### config.mk
export PLATFORM = sky130hd
export DESIGN_NAME = id_ex_stage
export DESIGN_NICKNAME = d
export VERILOG_FILES = /design/src/rtl/mips_pkg.sv /design/src/rtl/load_use_detect.sv /design/src/rtl/id_ex_stage.sv
export SDC_FILE = /design/constraint.sdc
export NUM_CORES = 1
export LEC_CHECK = 0
export ABC_CLOCK_PERIOD_IN_PS = 6500
export CAP_MARGIN = 20
export CORE_MARGIN = 8
export CORE_UTILIZATION = 37
export CTS_CLUSTER_SIZE = 10
export DETAILED_ROUTE_END_ITERATION = 10
export GPL_ROUTABILITY_DRIVEN = 0
export PLACE_DENSITY = 0.92
export SYNTH_ARGS = -nofsm -noshare
export SYNTH_HDL_FRONTEND = slang
export SYNTH_HIERARCHICAL = 1
export SYNTH_SLANG_ARGS = --single-unit
### constraint.sdc
create_clock -name clk -period 6.5 [get_ports clk]
set_clock_uncertainty 0.05 [all_clocks]
set_input_delay 1.3 -clock clk [delete_from_list [all_inputs] [get_ports clk]]
set_output_delay 1.3 -clock clk [all_outputs]
set_load 0.05 [all_outputs]
### src/rtl/mips_pkg.sv
// Shared definitions for the five-stage MIPS pipeline: opcodes, control-bit
// layout and the control struct carried from decode through every stage.
package mips_pkg;

    localparam logic [5:0] OP_RTYPE = 6'h00;
    localparam logic [5:0] OP_BEQ   = 6'h04;
    localparam logic [5:0] OP_BNE   = 6'h05;
    localparam logic [5:0] OP_SW    = 6'h2B;
    localparam logic [5:0] OP_LW    = 6'h23;

    localparam int CTRL_W        = 10;
    localparam int CTRL_REGWRITE = 9;
    localparam int CTRL_MEMREAD  = 8;
    localparam int CTRL_MEMWRITE = 7;
    localparam int CTRL_MEMTOREG = 6;
    localparam int CTRL_ALUSRC   = 5;
    localparam int CTRL_REGDST   = 4;
    localparam int CTRL_BRANCH   = 3;
    localparam int CTRL_ALUOP_HI = 2;
    localparam int CTRL_ALUOP_LO = 1;
    localparam int CTRL_JUMP     = 0;

    typedef struct packed {
        logic       regwrite;
        logic       memread;
        logic       memwrite;
        logic       memtoreg;
        logic       alusrc;
        logic       regdst;
        logic       branch;
        logic [1:0] aluop;
        logic       jump;
    } ctrl_t;

endpackage

### src/rtl/load_use_detect.sv
// Load-use hazard comparator between the load in EX and the instruction in ID.
module load_use_detect
    import mips_pkg::*;
(
    input  logic        ex_valid,
    input  logic        ex_memread,
    input  logic [4:0]  ex_rt,
    input  logic        id_valid,
    input  logic [31:0] id_instr,
    output logic        hazard
);

    logic [5:0] opcode;
    logic [4:0] rs;
    logic [4:0] rt;
    logic       uses_rt;

    assign opcode = id_instr[31:26];
    assign rs     = id_instr[25:21];
    assign rt     = id_instr[20:16];

    // Only these opcodes read rt as a source; elsewhere rt is a destination.
    assign uses_rt = (opcode == OP_RTYPE) || (opcode == OP_BEQ) ||
                     (opcode == OP_BNE)   || (opcode == OP_SW);

    assign hazard = ex_valid && ex_memread && (ex_rt != 5'd0) && id_valid &&
                    ((ex_rt == rs) || (uses_rt && (ex_rt == rt)));

endmodule

### src/rtl/id_ex_stage.sv
// ID/EX pipeline register with load-use bubble insertion, writeback bypass
// past the register file, and branch-flush squash.
module id_ex_stage
    import mips_pkg::*;
#(
    parameter int HCNT_W = 16
) (
    input  logic              clk,
    input  logic              reset,
    input  logic              id_valid,
    input  logic [31:0]       id_instr,
    input  logic [31:0]       id_pc_plus4,
    input  logic [31:0]       rd1,
    input  logic [31:0]       rd2,
    input  logic [9:0]        id_ctrl,
    input  logic              wb_regwrite,
    input  logic [4:0]        wb_write_reg,
    input  logic [31:0]       wb_write_data,
    input  logic              flush,
    output logic              stall,
    output logic              ex_valid,
    output logic [9:0]        ex_ctrl,
    output logic [31:0]       ex_a,
    output logic [31:0]       ex_b,
    output logic [31:0]       ex_imm,
    output logic [4:0]        ex_rs,
    output logic [4:0]        ex_rt,
    output logic [4:0]        ex_rd,
    output logic [4:0]        ex_shamt,
    output logic [5:0]        ex_funct,
    output logic [31:0]       ex_pc_plus4,
    output logic [HCNT_W-1:0] hazard_count
);

    localparam logic [HCNT_W-1:0] HCNT_ONE = HCNT_W'(1);

    logic              valid_q, valid_d;
    ctrl_t             ctrl_q, ctrl_d;
    logic [31:0]       a_q, a_d, b_q, b_d, imm_q, imm_d, pc_q, pc_d;
    logic [4:0]        rs_q, rs_d, rt_q, rt_d, rd_q, rd_d, shamt_q, shamt_d;
    logic [5:0]        funct_q, funct_d;
    logic [HCNT_W-1:0] hcnt_q, hcnt_d;
    logic              hazard;
    logic [4:0]        id_rs, id_rt;

    assign id_rs = id_instr[25:21];
    assign id_rt = id_instr[20:16];

    load_use_detect u_detect (
        .ex_valid   (valid_q),
        .ex_memread (ctrl_q.memread),
        .ex_rt      (rt_q),
        .id_valid   (id_valid),
        .id_instr   (id_instr),
        .hazard     (hazard)
    );

    // A taken branch squashes ID, so a hazard against it is moot.
    assign stall = hazard && !flush;

    always_comb begin
        a_d     = (wb_regwrite && wb_write_reg != 5'd0 && wb_write_reg == id_rs) ?
                  wb_write_data : rd1;
        b_d     = (wb_regwrite && wb_write_reg != 5'd0 && wb_write_reg == id_rt) ?
                  wb_write_data : rd2;
        imm_d   = {{16{id_instr[15]}}, id_instr[15:0]};
        rs_d    = id_rs;
        rt_d    = id_rt;
        rd_d    = id_instr[15:11];
        shamt_d = id_instr[10:6];
        funct_d = id_instr[5:0];
        pc_d    = id_pc_plus4;
        valid_d = 1'b0;
        ctrl_d  = '0;
        if (!flush && !stall && id_valid) begin
            valid_d = 1'b1;
            ctrl_d  = ctrl_t'(id_ctrl);
        end
        hcnt_d = (stall && hcnt_q != '1) ? hcnt_q + HCNT_ONE : hcnt_q;
    end

    always_ff @(posedge clk or posedge reset) begin
        if (reset) begin
            valid_q <= 1'b0;
            ctrl_q  <= '0;
            a_q     <= '0;
            b_q     <= '0;
            imm_q   <= '0;
            rs_q    <= '0;
            rt_q    <= '0;
            rd_q    <= '0;
            shamt_q <= '0;
            funct_q <= '0;
            pc_q    <= '0;
            hcnt_q  <= '0;
        end else begin
            valid_q <= valid_d;
            ctrl_q  <= ctrl_d;
            a_q     <= a_d;
            b_q     <= b_d;
            imm_q   <= imm_d;
            rs_q    <= rs_d;
            rt_q    <= rt_d;
            rd_q    <= rd_d;
            shamt_q <= shamt_d;
            funct_q <= funct_d;
            pc_q    <= pc_d;
            hcnt_q  <= hcnt_d;
        end
    end

    assign ex_valid     = valid_q;
    assign ex_ctrl      = ctrl_q;
    assign ex_a         = a_q;
    assign ex_b         = b_q;
    assign ex_imm       = imm_q;
    assign ex_rs        = rs_q;
    assign ex_rt        = rt_q;
    assign ex_rd        = rd_q;
    assign ex_shamt     = shamt_q;
    assign ex_funct     = funct_q;
    assign ex_pc_plus4  = pc_q;
    assign hazard_count = hcnt_q;

endmodule

==> impl_results.md, run 1 <==
* Outcome: complete, no violations
* First-pass GRT wire length at approximately 28000 µm
* Clk sinks at about 150
* Via-to-Cell Ratio at 4.54
* CP endpoint kind: output port
* Pin count of the biggest net entering global routing at around 100
* Pre-antenna DRT Iters at 4
* Hold Crit Endpoint: hazard_count[14]
* Hold Startpoint: hazard_count[14]
* Seq cells post-synth at 149
* Congestion Overflow GR at 0
* Post-route setup TNS at 0 ps
* Largest area contributor in the netlist: dfrtp_1
* Pwr Total at 0.00255 W
* R2r worst-path depth at 8
* Maximum vdd drop at 0.159 mV
* Kind of critical path: input port to output port
* CTS max path bufs at 2
* Antenna Violating Nets Remaining at 0
* Num rows at 45
* All-layer global routing usage at 0.189
* Initial antenna violation count at 2
* Hold Path Class: flop to flop
* CTS tree: done
* Req. time, crit path at slightly above 5000 ps
* Top cells by count, synth: dfrtp_1, mux2_4, buf_4
* Post-CTS Resized at 0
* Worst r2r src: ex_rt[4]
* RSZ-0062 raised after global routing: false
* WL/cell at 20.6 µm
* Critical Path AT at 4060 ps
* Clock latency on the worst-skew pair at ~410 ps
* Relative slew slack at 0.385
* Count leader, synth: dfrtp_1
* PD cells at ~250 nW/µm²
* Min Clock Period, post-route at ~5400 ps
* DR iter-0 viols at between 150 and 200
* Vias in the first global route at about 4800
* Reg2reg end: hazard_count[14]
* Initial core utilization at 0.379
* Die Span Y at 141 µm
* Layout area overhead at 73.3%
* Leak Pwr at 4.21 nW
* CTS Hold Buffers Added at 0
* Ys flop type: dfrtp_1
* Nets at ~890
* Die width at 141 µm
* DP HPWL at 15900 µm
* Period Utilization, post-route at 0.832
* Final WS setup at ~1100 ps
* Hold path depth at 1
* I/O Pins at 362
* Clk Tree Root Cell: clkbuf_16
* Drc violations at 0
* Post-synthesis net count at 542
* Distinct cells, synth at 40
* Core Region at 15300 µm²
* Mapped Area at 5780 µm²
* F_max at 0.185 GHz
* Post-place setup slack at 1100 ps
* Fraction of layout cells with a size suffix above 1 at 0.148
* Top cells by area, synth: dfrtp_1, mux2_4, buf_4
* Max FO, Critical Path at 6
* Syn Area/Cell at 16.0 µm²
* Worst-Margin Slew at 922 ps
* Max_cap viols at 0
* CTS clk-pin slew, worst paths at 60 ps
* Register area share after synthesis at 0.645
* Final Routed Wirelength at approximately 19000 µm
* Flop-to-flop setup slack at slightly below 4000 ps
* Via count at about 4200
* Share of the synthesized area in the top cell type at 0.645
* Worst setup SP type: input port
* Core Util, Final at 0.656
* FFs w/ async S/R, synth at 1.00
* Num CTS Buffers at 17
* YS warnings at 6
* Port bufs at 361
* Clock H-tree levels at 4
* Post-synthesis instance total at 361
* Final slew viol count at 0
* Filler cells at 1089
* Count of final setup violators at 0
* Setup Fix Bufs, Post-CTS at 0
* Final hold violation count at 0
* Full die area at 19900 µm²
* Count of flip-flops with a built-in enable after synthesis at 0
==> layout make-up <==
cell class	instances	area, µm²	area share
Tap cell	211	264	0.0264
Clock inverter	11	163	0.0162
Inverter	2	12.5	0.00125
Clock buffer	21	470	0.0470
Sequential cell	149	3730	0.372
Multi-Input combinational cell	170	1730	0.172
Antenna cell	3	7.51	0.000749
Timing Repair Buffer	365	3640	0.364
==> state kept, by name, indices dropped and copies added (netlist names) <==
register      cells
ex_pc_plus4      32
ex_rs             5
hazard_count     16
ex_shamt          4
ex_funct          5
ex_ctrl          10
ex_b             32
ex_imm            3
ex_valid          1
ex_rt             5
ex_rd             4
ex_a             32
==> metal layers <==
layer  wire [µm]  GRT usage  share of wire  vias to the layer above
li1            -          -              -                     1919
met1        6550      0.180           0.34                     2038
met2       10500      0.355           0.55                      234
met3        1550     0.0641          0.081                       37
met4         563     0.0950          0.029                        0
met5           0          0              0                        -
==> placed cells by master (no fill, tap or decap), types with 3 or more instances in the layout <==
| cell | count |
|---|---|
| a21oi_1 | 6 |
| a31oi_1 | 7 |
| and2_1 | 11 |
| and3_1 | 4 |
| buf_4 | 4 |
| bufinv_16 | 3 |
| clkbuf_16 | 17 |
| clkbuf_8 | 3 |
| clkdlybuf4s50_1 | 361 |
| dfrtp_1 | 149 |
| diode_2 | 3 |
| inv_6 | 4 |
| mux2_2 | 5 |
| mux2_4 | 60 |
| nand2_1 | 5 |
| nand3_1 | 5 |
| nand4_1 | 7 |
| nor2_1 | 4 |
| nor3_1 | 3 |
| nor4_1 | 4 |
| xnor2_1 | 13 |
| xor2_1 | 13 |
==> worst max path at each step <==
stage	endpoint	slack (ps)	startpoint	cells past startpoint
floorplan	ex_a[0]	1140	reset	1
global placement	stall	1130	id_instr[27]	7
detailed placement	stall	1100	id_instr[27]	7
CTS	stall	1100	id_instr[27]	7
global route	stall	950	id_instr[27]	7
finish	stall	1090	id_instr[27]	7
==> power breakdown <==
| group | switching [W] | internal, W | leakage [nW] |
|---|---|---|---|
| clock | 0.000392 | 0.000645 | 0.305 |
| sequential | 0.0000187 | 0.000972 | 1.79 |
| combinational | 0.000291 | 0.000226 | 2.11 |
==> critical path, stage by stage <==
cell,delay (ps)
clkdlybuf4s50_1,410
or4_1,520
a2111o_1,420
a21oi_1,180
nand2b_1,200
inv_1,190
clkdlybuf4s50_1,830
==> cell families (layout without fill, tap and decap cells) <==
kind of cell	Yosys count	count (layout)	share of synthesized area
muxes	66	66	0.167
buffers and inverters	42	399	0.0559
AOI/OAI and AO/OA	21	21	0.0253
DFF	149	149	0.645
other	0	3	0
and+or+nand+nor	56	56	0.0647
adders and majority gates	1	1	0.00216
xor gates and xnor gates	26	26	0.0394
==> through the flow <==
stage                     hold WS [ps]  area (µm²)  instances
final                              488       10000        932
after global routing               523       10000        931
after CTS                          501       10000        929
after detailed placement           490        9380        897
after global placement             450        9380        897
after floorplan                    747        5780        361
Note: power is estimated with default switching activity, not from simulation.
==> inputs of run 2 (changes only) <==
--- a/config.mk
+++ b/config.mk
@@ -5,14 +5,14 @@
 export SDC_FILE = /design/constraint.sdc
 export NUM_CORES = 1
 export LEC_CHECK = 0
-export ABC_CLOCK_PERIOD_IN_PS = 6500
+export ABC_CLOCK_PERIOD_IN_PS = 4800
 export CAP_MARGIN = 20
 export CORE_MARGIN = 8
-export CORE_UTILIZATION = 37
+export CORE_UTILIZATION = 33
 export CTS_CLUSTER_SIZE = 10
 export DETAILED_ROUTE_END_ITERATION = 10
 export GPL_ROUTABILITY_DRIVEN = 0
-export PLACE_DENSITY = 0.92
+export PLACE_DENSITY = 0.87
 export SYNTH_ARGS = -nofsm -noshare
 export SYNTH_HDL_FRONTEND = slang
 export SYNTH_HIERARCHICAL = 1
==> constraint.sdc (replaced) <==
create_clock -name clk -period 4.8 [get_ports clk]
set_clock_uncertainty 0.05 [all_clocks]
set_input_delay 0.96 -clock clk [delete_from_list [all_inputs] [get_ports clk]]
set_output_delay 0.96 -clock clk [all_outputs]
set_load 0.05 [all_outputs]
==> run 2 against run 1 <==
  * First-iteration DRC count shrank 31%
  * Critical endpoint unchanged
  * Via count grew 0.50%
  * Global-route usage shrank 1.5 points
  * Die area grew 11%
  * Flip-flop and latch count is the same
  * Sequential power grew 35%
  * Final cell count grew 1.3%
  * Register-to-register slack lost 1900 ps
  * Non-clock buffer count grew 1
==> impl_results.md, run 2 (synthesis gave the netlist of run 1 again) <==
* Antenna Violating Nets Remaining at 0
* Commonest non-fill, non-tap cell in the layout: clkdlybuf4s50_1
* Worst r2r src: ex_rt[3]
* Die Span Y at 148 µm
* PD cells at 340 nW/µm²
* Final slew viol count at 0
* Pint at 0.00245 W
* Outcome: complete, no violations
* CP endpoint kind: output port
* Num CTS Buffers at 17
* Fraction of layout cells with a size suffix above 1 at 0.150
* R2r worst-path depth at 9
* Inst Count DP at 912
* CTS tree: done
* Max_cap viols at 0
* Via-to-Cell Ratio at 4.50
* Seq pwr share at 0.394
* Layout area overhead at 73.5%
* Congestion Overflow GR at 0
* CTS clk-pin slew, worst paths at 60 ps
* F_max at between 0.2 and 0.25 GHz
* Critical Path AT at 3320 ps
* Hold path depth at 1
* First-pass GRT wire length at ~28000 µm
* I/O Pins at 362
* Flop-to-flop setup slack at 1980 ps
* Kind of critical path: input port to output port
* Switching Share at 0.281
* Clock H-tree levels at 4
* Die width at 148 µm
* Final hold violation count at 0
* Part of the power in combinational logic at 0.207
* Ant. Diodes at 0
* DP Area at ~9400 µm²
* Final Routed Wirelength at 19300 µm
* Period Utilization, post-route at 0.902
* Clk sinks at 149
* Clk Tree Root Cell: clkbuf_16
* Switching power of the nets at 0.000957 W
* Leak Pwr at 4.21 nW
* DP HPWL at 15900 µm
* Commonest non-fill, non-tap cells in the layout: clkdlybuf4s50_1, dfrtp_1, mux2_4
* Min Clock Period, post-route at around 4300 ps
* Hold Slack at roughly 480 ps
* Multi-input gate area at between 1500 and 2000 µm²
* Pre-antenna DRT Iters at 4
* All-layer global routing usage at 0.174
* Max FO, Critical Path at 6
* Hold Startpoint: hazard_count[14]
* Post-CTS Resized at 0
* Count of final setup violators at 0
* Hold Path Class: flop to flop
* Core Region at between 15000 and 20000 µm²
* Num rows at 48
* Initial antenna violation count at 0
* WL/cell at between 20 and 25 µm
* Via count at around 4200
* Final instance area at 10000 µm²
* Hold Crit Endpoint: hazard_count[14]
* Nets at 887
* Final cell count without fillers at 944
* Req. time, crit path at between 3000 and 4000 ps
* Port bufs at 361
* RSZ-0062 raised after global routing: false
* Drc violations at 0
* Filler cells at roughly 1400
* Vias in the first global route at 4727
* Pin count of the biggest net entering global routing at 150
* Worst-Margin Slew at 964 ps
* CTS max path bufs at 2
* Post-route setup TNS at 0 ps
* Setup Fix Bufs, Post-CTS at 0
* Maximum vdd drop at 0.228 mV
* Reg2reg end: hazard_count[13]
* Relative slew slack at 0.356
* Storage cell area at ~3700 µm²
* Clock latency on the worst-skew pair at 420 ps
* CTS Hold Buffers Added at 0
* DR iter-0 viols at 120
* Worst setup SP type: input port
* Initial core utilization at 0.335
* Clk pwr share at 0.399
* Full die area at 22000 µm²
==> run 2: changes by cell type in the layout (fill, tap and decap cells not counted), moves of 2 or more <==
cell / before / now
buf_12: 0 / 2
clkinv_2: 0 / 3
inv_8: 2 / 0
clkbuf_8: 3 / 0
diode_2: 3 / 0
==> run 2: routing by layer <==
layer / routed length, µm / track usage / share of wire / vias to the layer above
met4: 301 / 0.0571 / 0.016 / 0
met1: 6770 / 0.175 / 0.35 / 2055
met2: 9950 / 0.308 / 0.52 / 250
li1: - / - / - / 1922
met3: 2290 / 0.0848 / 0.12 / 22
met5: 0 / 0 / 0 / -
==> run 2: through the flow <==
stage | setup slack (ps) | util | total power [W]
6_report | 471 | 0.582 | 0.00340
5_1_grt | 371 | 0.582 | 0.00354
4_1_cts | 480 | 0.582 | 0.00346
3_5_place_dp | 489 | 0.547 | 0.00208
3_3_place_gp | 558 | 0.547 | 0.00207
2_1_floorplan | 1220 | - | 0.00175
==> run 2: worst max-delay path, stage by stage <==
cell             delay (ps)
clkdlybuf4s50_1         420
or4_1                   570
a2111o_1                430
a21oi_1                 190
nand2b_1                280
inv_1                   280
buf_12                  170
==> run 2: worst max path at each step <==
stage / start / end / depth (start not counted)
after detailed placement: id_instr[27] / stall / 7
after floorplan: id_instr[27] / stall / 5
after global routing: id_instr[27] / stall / 7
final: id_instr[27] / stall / 7
after global placement: id_instr[27] / stall / 7
after CTS: id_instr[27] / stall / 7
==> run 2: area by class of cell <==
type / count / share of cell area
multi-input combinational: 170 / 0.172
clock inverter: 14 / 0.0172
timing repair buffer: 366 / 0.366
sequential: 149 / 0.372
inverter: 2 / 0.00112
tap: 225 / 0.0281
clock buffer: 18 / 0.0428
==> run 2: power groups by stage <==
stage                     clock network (W)  logic, W  registers, W
after global routing                0.00146  0.000734       0.00135
after floorplan                           0  0.000165       0.00158
final                               0.00136  0.000705       0.00134
after detailed placement                  0  0.000712       0.00136
after CTS                           0.00140  0.000714       0.00134
after global placement                    0  0.000705       0.00136
==> inputs of run 3 (changes only) <==
--- a/config.mk
+++ b/config.mk
@@ -13,6 +13,7 @@
 export DETAILED_ROUTE_END_ITERATION = 10
 export GPL_ROUTABILITY_DRIVEN = 0
 export PLACE_DENSITY = 0.87
+export SETUP_SLACK_MARGIN = 0.05
 export SYNTH_ARGS = -nofsm -noshare
 export SYNTH_HDL_FRONTEND = slang
 export SYNTH_HIERARCHICAL = 1
==> constraint.sdc (replaced) <==
create_clock -name clk -period 4.8 [get_ports clk]
set_clock_uncertainty 0.05 [all_clocks]
set_input_delay 0.96 -clock clk [delete_from_list [all_inputs] [get_ports clk]]
set_output_delay 0.96 -clock clk [all_outputs]
set_load 0.01 [all_outputs]
==> run 3 against run 2 <==
  * Critical path depth unchanged
  * Hold slack got worse by 0.67 ps
  * Setup slack got worse by 230 ps
  * Via count increased by 0.61%
  * Die area unchanged
  * Clock-buffer cell count increased by 2
  * Fmax decreased by 5.0%
  * Register-to-register slack about the same
  * Core utilization decreased by 0.10 points
  * Clock power decreased by 4%
  * Critical path type unchanged
  * Highest routed layer unchanged
==> impl_results.md, run 3 (synthesis gave the netlist of run 1 again) <==
* Outcome: complete, no violations
* CTS Hold Buffers Added at 0
* Cells along the critical path: clkdlybuf4s50_1, or4_1, a2111o_1, a21oi_1, nand2b_1, inv_1, clkdlybuf4s50_1
* Nets at around 890
* DP Area at 9420 µm²
* Final WS setup at 242 ps
* Grt met2 use at 0.316
* Clk Tree Root Cell: clkbuf_16
* Min Clock Period, post-route at between 4000 and 5000 ps
* Most frequent CP cell: clkdlybuf4s50_1
* Final slew viol count at 0
* Setup Fix Bufs, Post-CTS at 0
* Routing usage on met3 at 0.0848
* Worst path max stage delay at around 600 ps
* Core Util, Final at 0.581
* Leak Pwr at 4.19 nW
* Via-to-Cell Ratio at 4.52
* Commonest non-fill, non-tap cells in the layout: clkdlybuf4s50_1, dfrtp_1, mux2_4
* Congestion Overflow GR at 0
* All-layer global routing usage at 0.176
* Maximum vdd drop at 0.255 mV
* Most used routing layer: met2
* Final Routed Wirelength at about 20000 µm
* I/O Pins at 362
* Max_cap viols at 0
* Die width at 148 µm
* Clock latency on the worst-skew pair at 420 ps
* Initial core utilization at 0.335
* Filler cells at 1360
* Port bufs at 361
* Clock H-tree levels at 4
* Pin count of the biggest net entering global routing at 150
* Post-place setup slack at roughly 230 ps
* Switching power of the nets at 0.000711 W
* Kind of critical path: input port to output port
* Final instance area at 10000 µm²
* PD cells at 313 nW/µm²
* GR Util met1 at 0.178
* Max FO, Critical Path at 6
* First-pass GRT wire length at 28900 µm
* Worst setup SP type: input port
* Pre-antenna DRT Iters at 4
* Initial antenna violation count at 1
* Drc violations at 0
* Post-route setup TNS at 0 ps
* Via count at 4275
* Hold Path Class: flop to flop
* Storage cell area at between 3000 and 4000 µm²
* Part of the power in combinational logic at 0.151
* Worst-Margin Slew at 942 ps
* Post-CTS Resized at 0
* WL/cell at 20.7 µm
* DP HPWL at 15900 µm
* Fraction of layout cells with a size suffix above 1 at 0.150
* Pint at 0.00242 W
* Final hold violation count at 0
* Multi-input gate area at 1730 µm²
* Count of final setup violators at 0
* Relative slew slack at 0.371
* Req. time, crit path at roughly 3800 ps
* Master of the slowest instance on the critical path: clkdlybuf4s50_1
* Commonest non-fill, non-tap cell in the layout: clkdlybuf4s50_1
* Critical Path AT at approximately 3600 ps
* Switching Share at 0.227
* CTS max path bufs at 2
* CTS clk-pin slew, worst paths at 60 ps
* Num CTS Buffers at 17
* Clk sinks at 149
* Vias in the first global route at 4760
* DR iter-0 viols at 165
* Core Region at 17200 µm²
* Antenna Violating Nets Remaining at 0
* Hold Slack at 475 ps
* Layout area overhead at 73.2%
* CP endpoint kind: output port
* Period Utilization, post-route at 0.950
* Num rows at 48
* F_max at 0.219 GHz
* Die Span Y at 148 µm
* CTS tree: done
* RSZ-0062 raised after global routing: false
* Clk pwr share at 0.420
* Full die area at 22000 µm²
* Seq pwr share at 0.429
[run 3: cell count changes in the layout (fill, tap and decap cells not counted), sizes merged]
cell and delta:
bufinv -1, clkbuf +2, clkdlybuf4s50 +1, clkinv +1, clkinvlp +2, diode +1
inv -4
[run 3: power by group through the flow]
stage / Combinational [W] / Clock (W) / Sequential (W)
3_3_place_gp: 0.000471 / 0 / 0.00136
5_1_grt: 0.000502 / 0.00140 / 0.00135
6_report: 0.000473 / 0.00131 / 0.00134
2_1_floorplan: 0.000121 / 0 / 0.00139
4_1_cts: 0.000482 / 0.00134 / 0.00134
3_5_place_dp: 0.000480 / 0 / 0.00137
[run 3: worst paths after layout]
path                            slack [ps]  depth (start not counted)        startpoint          endpoint
worst max register to register        1990                          9          ex_rt[0]  hazard_count[14]
worst min register to register         480                          1  hazard_count[14]  hazard_count[14]
worst max-delay path                   240                          7      id_instr[29]             stall
min in group asynchronous             1040                          3             reset           ex_b[9]
worst min-delay path                   480                          1  hazard_count[14]  hazard_count[14]
max in group asynchronous             2990                          3             reset          ex_b[13]
[run 3: worst max-delay path, delay by kind of cell]
family                 cells  cell delay [ps]
and+or+nand+nor            2              740
buffers and inverters      3             1250
AOI/OAI and AO/OA          2              600
[run 3: layout make-up]
| type | instances | share of cell area |
|---|---|---|
| clock buffer | 20 | 0.0456 |
| tap | 225 | 0.0281 |
| inverter | 2 | 0.00113 |
| timing repair buffer | 367 | 0.367 |
| multi-input combinational | 170 | 0.173 |
| clock inverter | 12 | 0.0128 |
| sequential | 149 | 0.373 |
| antenna | 1 | 0.000250 |
[run 3: stage by stage]
stage / std cells / total power, W
floorplan: 361 / 0.00152
global placement: 913 / 0.00183
detailed placement: 913 / 0.00184
CTS: 945 / 0.00317
global route: 946 / 0.00325
finish: 946 / 0.00313
[run 3: layer usage]
layer	routed length, µm	up-vias	part of all wire
li1	-	1926	-
met4	240	0	0.012
met5	0	-	0
met3	2280	21	0.12
met1	6820	2068	0.35
met2	10200	260	0.52
==> variant: new RTL, settings of run 1 <==
Make the reset (`reset`) synchronous in one clocked block.
--- a/src/rtl/id_ex_stage.sv
+++ b/src/rtl/id_ex_stage.sv
@@ -79,7 +79,7 @@
         hcnt_d = (stall && hcnt_q != '1) ? hcnt_q + HCNT_ONE : hcnt_q;
     end
 
-    always_ff @(posedge clk or posedge reset) begin
+    always_ff @(posedge clk) begin
         if (reset) begin
             valid_q <= 1'b0;
             ctrl_q  <= '0;
Formal check against the unedited RTL: differs if reset is asserted again (counterexample within 4 cycles, from zero or initial values and one cycle with reset high); with reset held inactive, the same outputs for 10 cycles.
==> variant against run 1 <==
Routed wire length rose by 2.1%. Synthesized area rose by 1.7%. Setup slack got worse by 160 ps. Sequential share of layout area fell by 7.2 points. Cell count rose by 19%. Final area fell by 0.66%. Fmax fell by 2.9%. Power fell by 5.2%. Sequential cell count did not move. Largest cell class is now non-clock buffers.
==> variant: results (changes against run 1) <==
Placed design
  – Sum of net half-perimeters after detailed placement: 15500 um (was 15900 um)
  – Worst setup slack after placement: 927 ps (was 1100 ps)
  – Area post-placement: 9390 um2 (was 9380 um2)
  – Number of buffers inserted by port buffering: 361 (unchanged)

Yosys
  – Synth top area cells: dfxtp_1 51%, mux2i_1 11%, nand2b_1 10% (was dfrtp_1 65%, mux2_4 16%, buf_4 4.2%)
  – Most frequent cells after synthesis: 149 x dfxtp_1, 97 x nand2b_1, 64 x mux2i_1, 64 x nor2b_1, 34 x buf_4 (was 149 x dfrtp_1, 60 x mux2_4, 32 x buf_4)
  – Part of the Yosys area used for sequential elements: 0.507 (was 0.645)
  – Synth unique cells: 42 (was 40)
  – Area fraction in compound gates after synthesis: 0.0247 (was 0.0253)
  – Synth Area in Adders: 0.00213 (was 0.00216)
  – Parity-gate share of the synthesized area counting xor and xnor cells: 0.0313 (was 0.0394)
  – Net count of the mapped netlist: 738 (was 542)
  – Post-Synthesis Cells: 557 (was 361)
  – Mux contribution to synthesized area: 0.119 (was 0.167)
  – Share of synthesized registers carrying an async set or reset: 0 (was 1.00)

Route
  – Met2 WL: 9820 um (was 10500 um)
  – First DRT Iteration DRCs: 138 (was 175)
  – Detailed-route wire length on metal 1: 7380 um (was 6550 um)
  – Met3 routed wirelength: 2080 um (was 1550 um)
  – Total detailed-routing wirelength: 19600 um (was 19200 um)
  – Routed via count divided by cell count: 4.50 (was 4.54)

Setup path
  – FF-to-FF setup slack: 3670 ps (was 3860 ps)
  – Critical path peak fanout: 11 (was 6)
  – Arrival time of data at the critical path endpoint: 4220 ps (was 4060 ps)

Global routing
  – Global-route met2 utilization: 0.333 (was 0.355)
  – Number of global-route vias before repair: 5196 (was 4785)
  – Wire length of the first global-routing pass: 29000 um (was 28000 um)
  – Global-route usage over all layers: 0.186 (was 0.189)
  – Met1 usage in global routing: 0.194 (was 0.180)
  – Pin count of the biggest net entering global routing: 128 (was 104)
  – Number of antenna violations at the first check in global routing: 0 (was 2)
  – Met3 track demand over resource in global routing: 0.0812 (was 0.0641)

STA
  – Minimum clock period after layout: 5570 ps (was 5410 ps)
  – Post-route worst hold slack: 494 ps (was 488 ps)
  – Setup Viol. Count Final: 0 (unchanged)
  – Worst slew margin relative to its limit: 0.319 (was 0.385)

Cells and area
  – Number of antenna diodes: 0 (was 3)
  – Share of post-route cells with drive strength above 1: 0.0548 (was 0.148)
  – Number of non-filler instances in the completed layout: 1110 (was 932)

Clock network
  – Cts bufs inserted: 17 (unchanged)
  – Resized Gates After CTS: 0 (unchanged)
  – Clk Tree Root Cell: clkbuf_16 (unchanged)

Status
  – Outcome: finished, final reports clean (unchanged)

Power and ir drop
  – Peak supply drop: 0.208 mV (was 0.159 mV)
-- variant: area by class of cell --
class / instances / area, um2
inverter: 3 / 11.3
clock buffer: 20 / 467
fill: 1208 / 5760
multi-input combinational: 344 / 2480
timing repair buffer: 366 / 3650
clock inverter: 12 / 92.6
tap: 216 / 270
sequential: 149 / 2980
-- variant: critical path, stage by stage --
cell and delay, ps:
clkdlybuf4s50_1 440, or4_1 540, a2111o_1 420, a21oi_1 180, nand2b_1 270, inv_1 220, clkdlybuf4s50_1 850
-- variant: power by group --
| part | internal (mW) | switching (mW) | total [mW] |
|---|---|---|---|
| combinational | 0.227 | 0.288 | 0.515 |
| clock | 0.524 | 0.398 | 0.922 |
| sequential | 0.958 | 0.0166 | 0.975 |
-- variant: final timing paths --
path | start | depth (start not counted) | endpoint
setup / recovery | id_instr[27] | 7 | stall
setup reg to reg | ex_rt[3] | 9 | hazard_count[13]
hold / removal | hazard_count[0] | 2 | hazard_count[0]
hold reg to reg | hazard_count[0] | 2 | hazard_count[0]
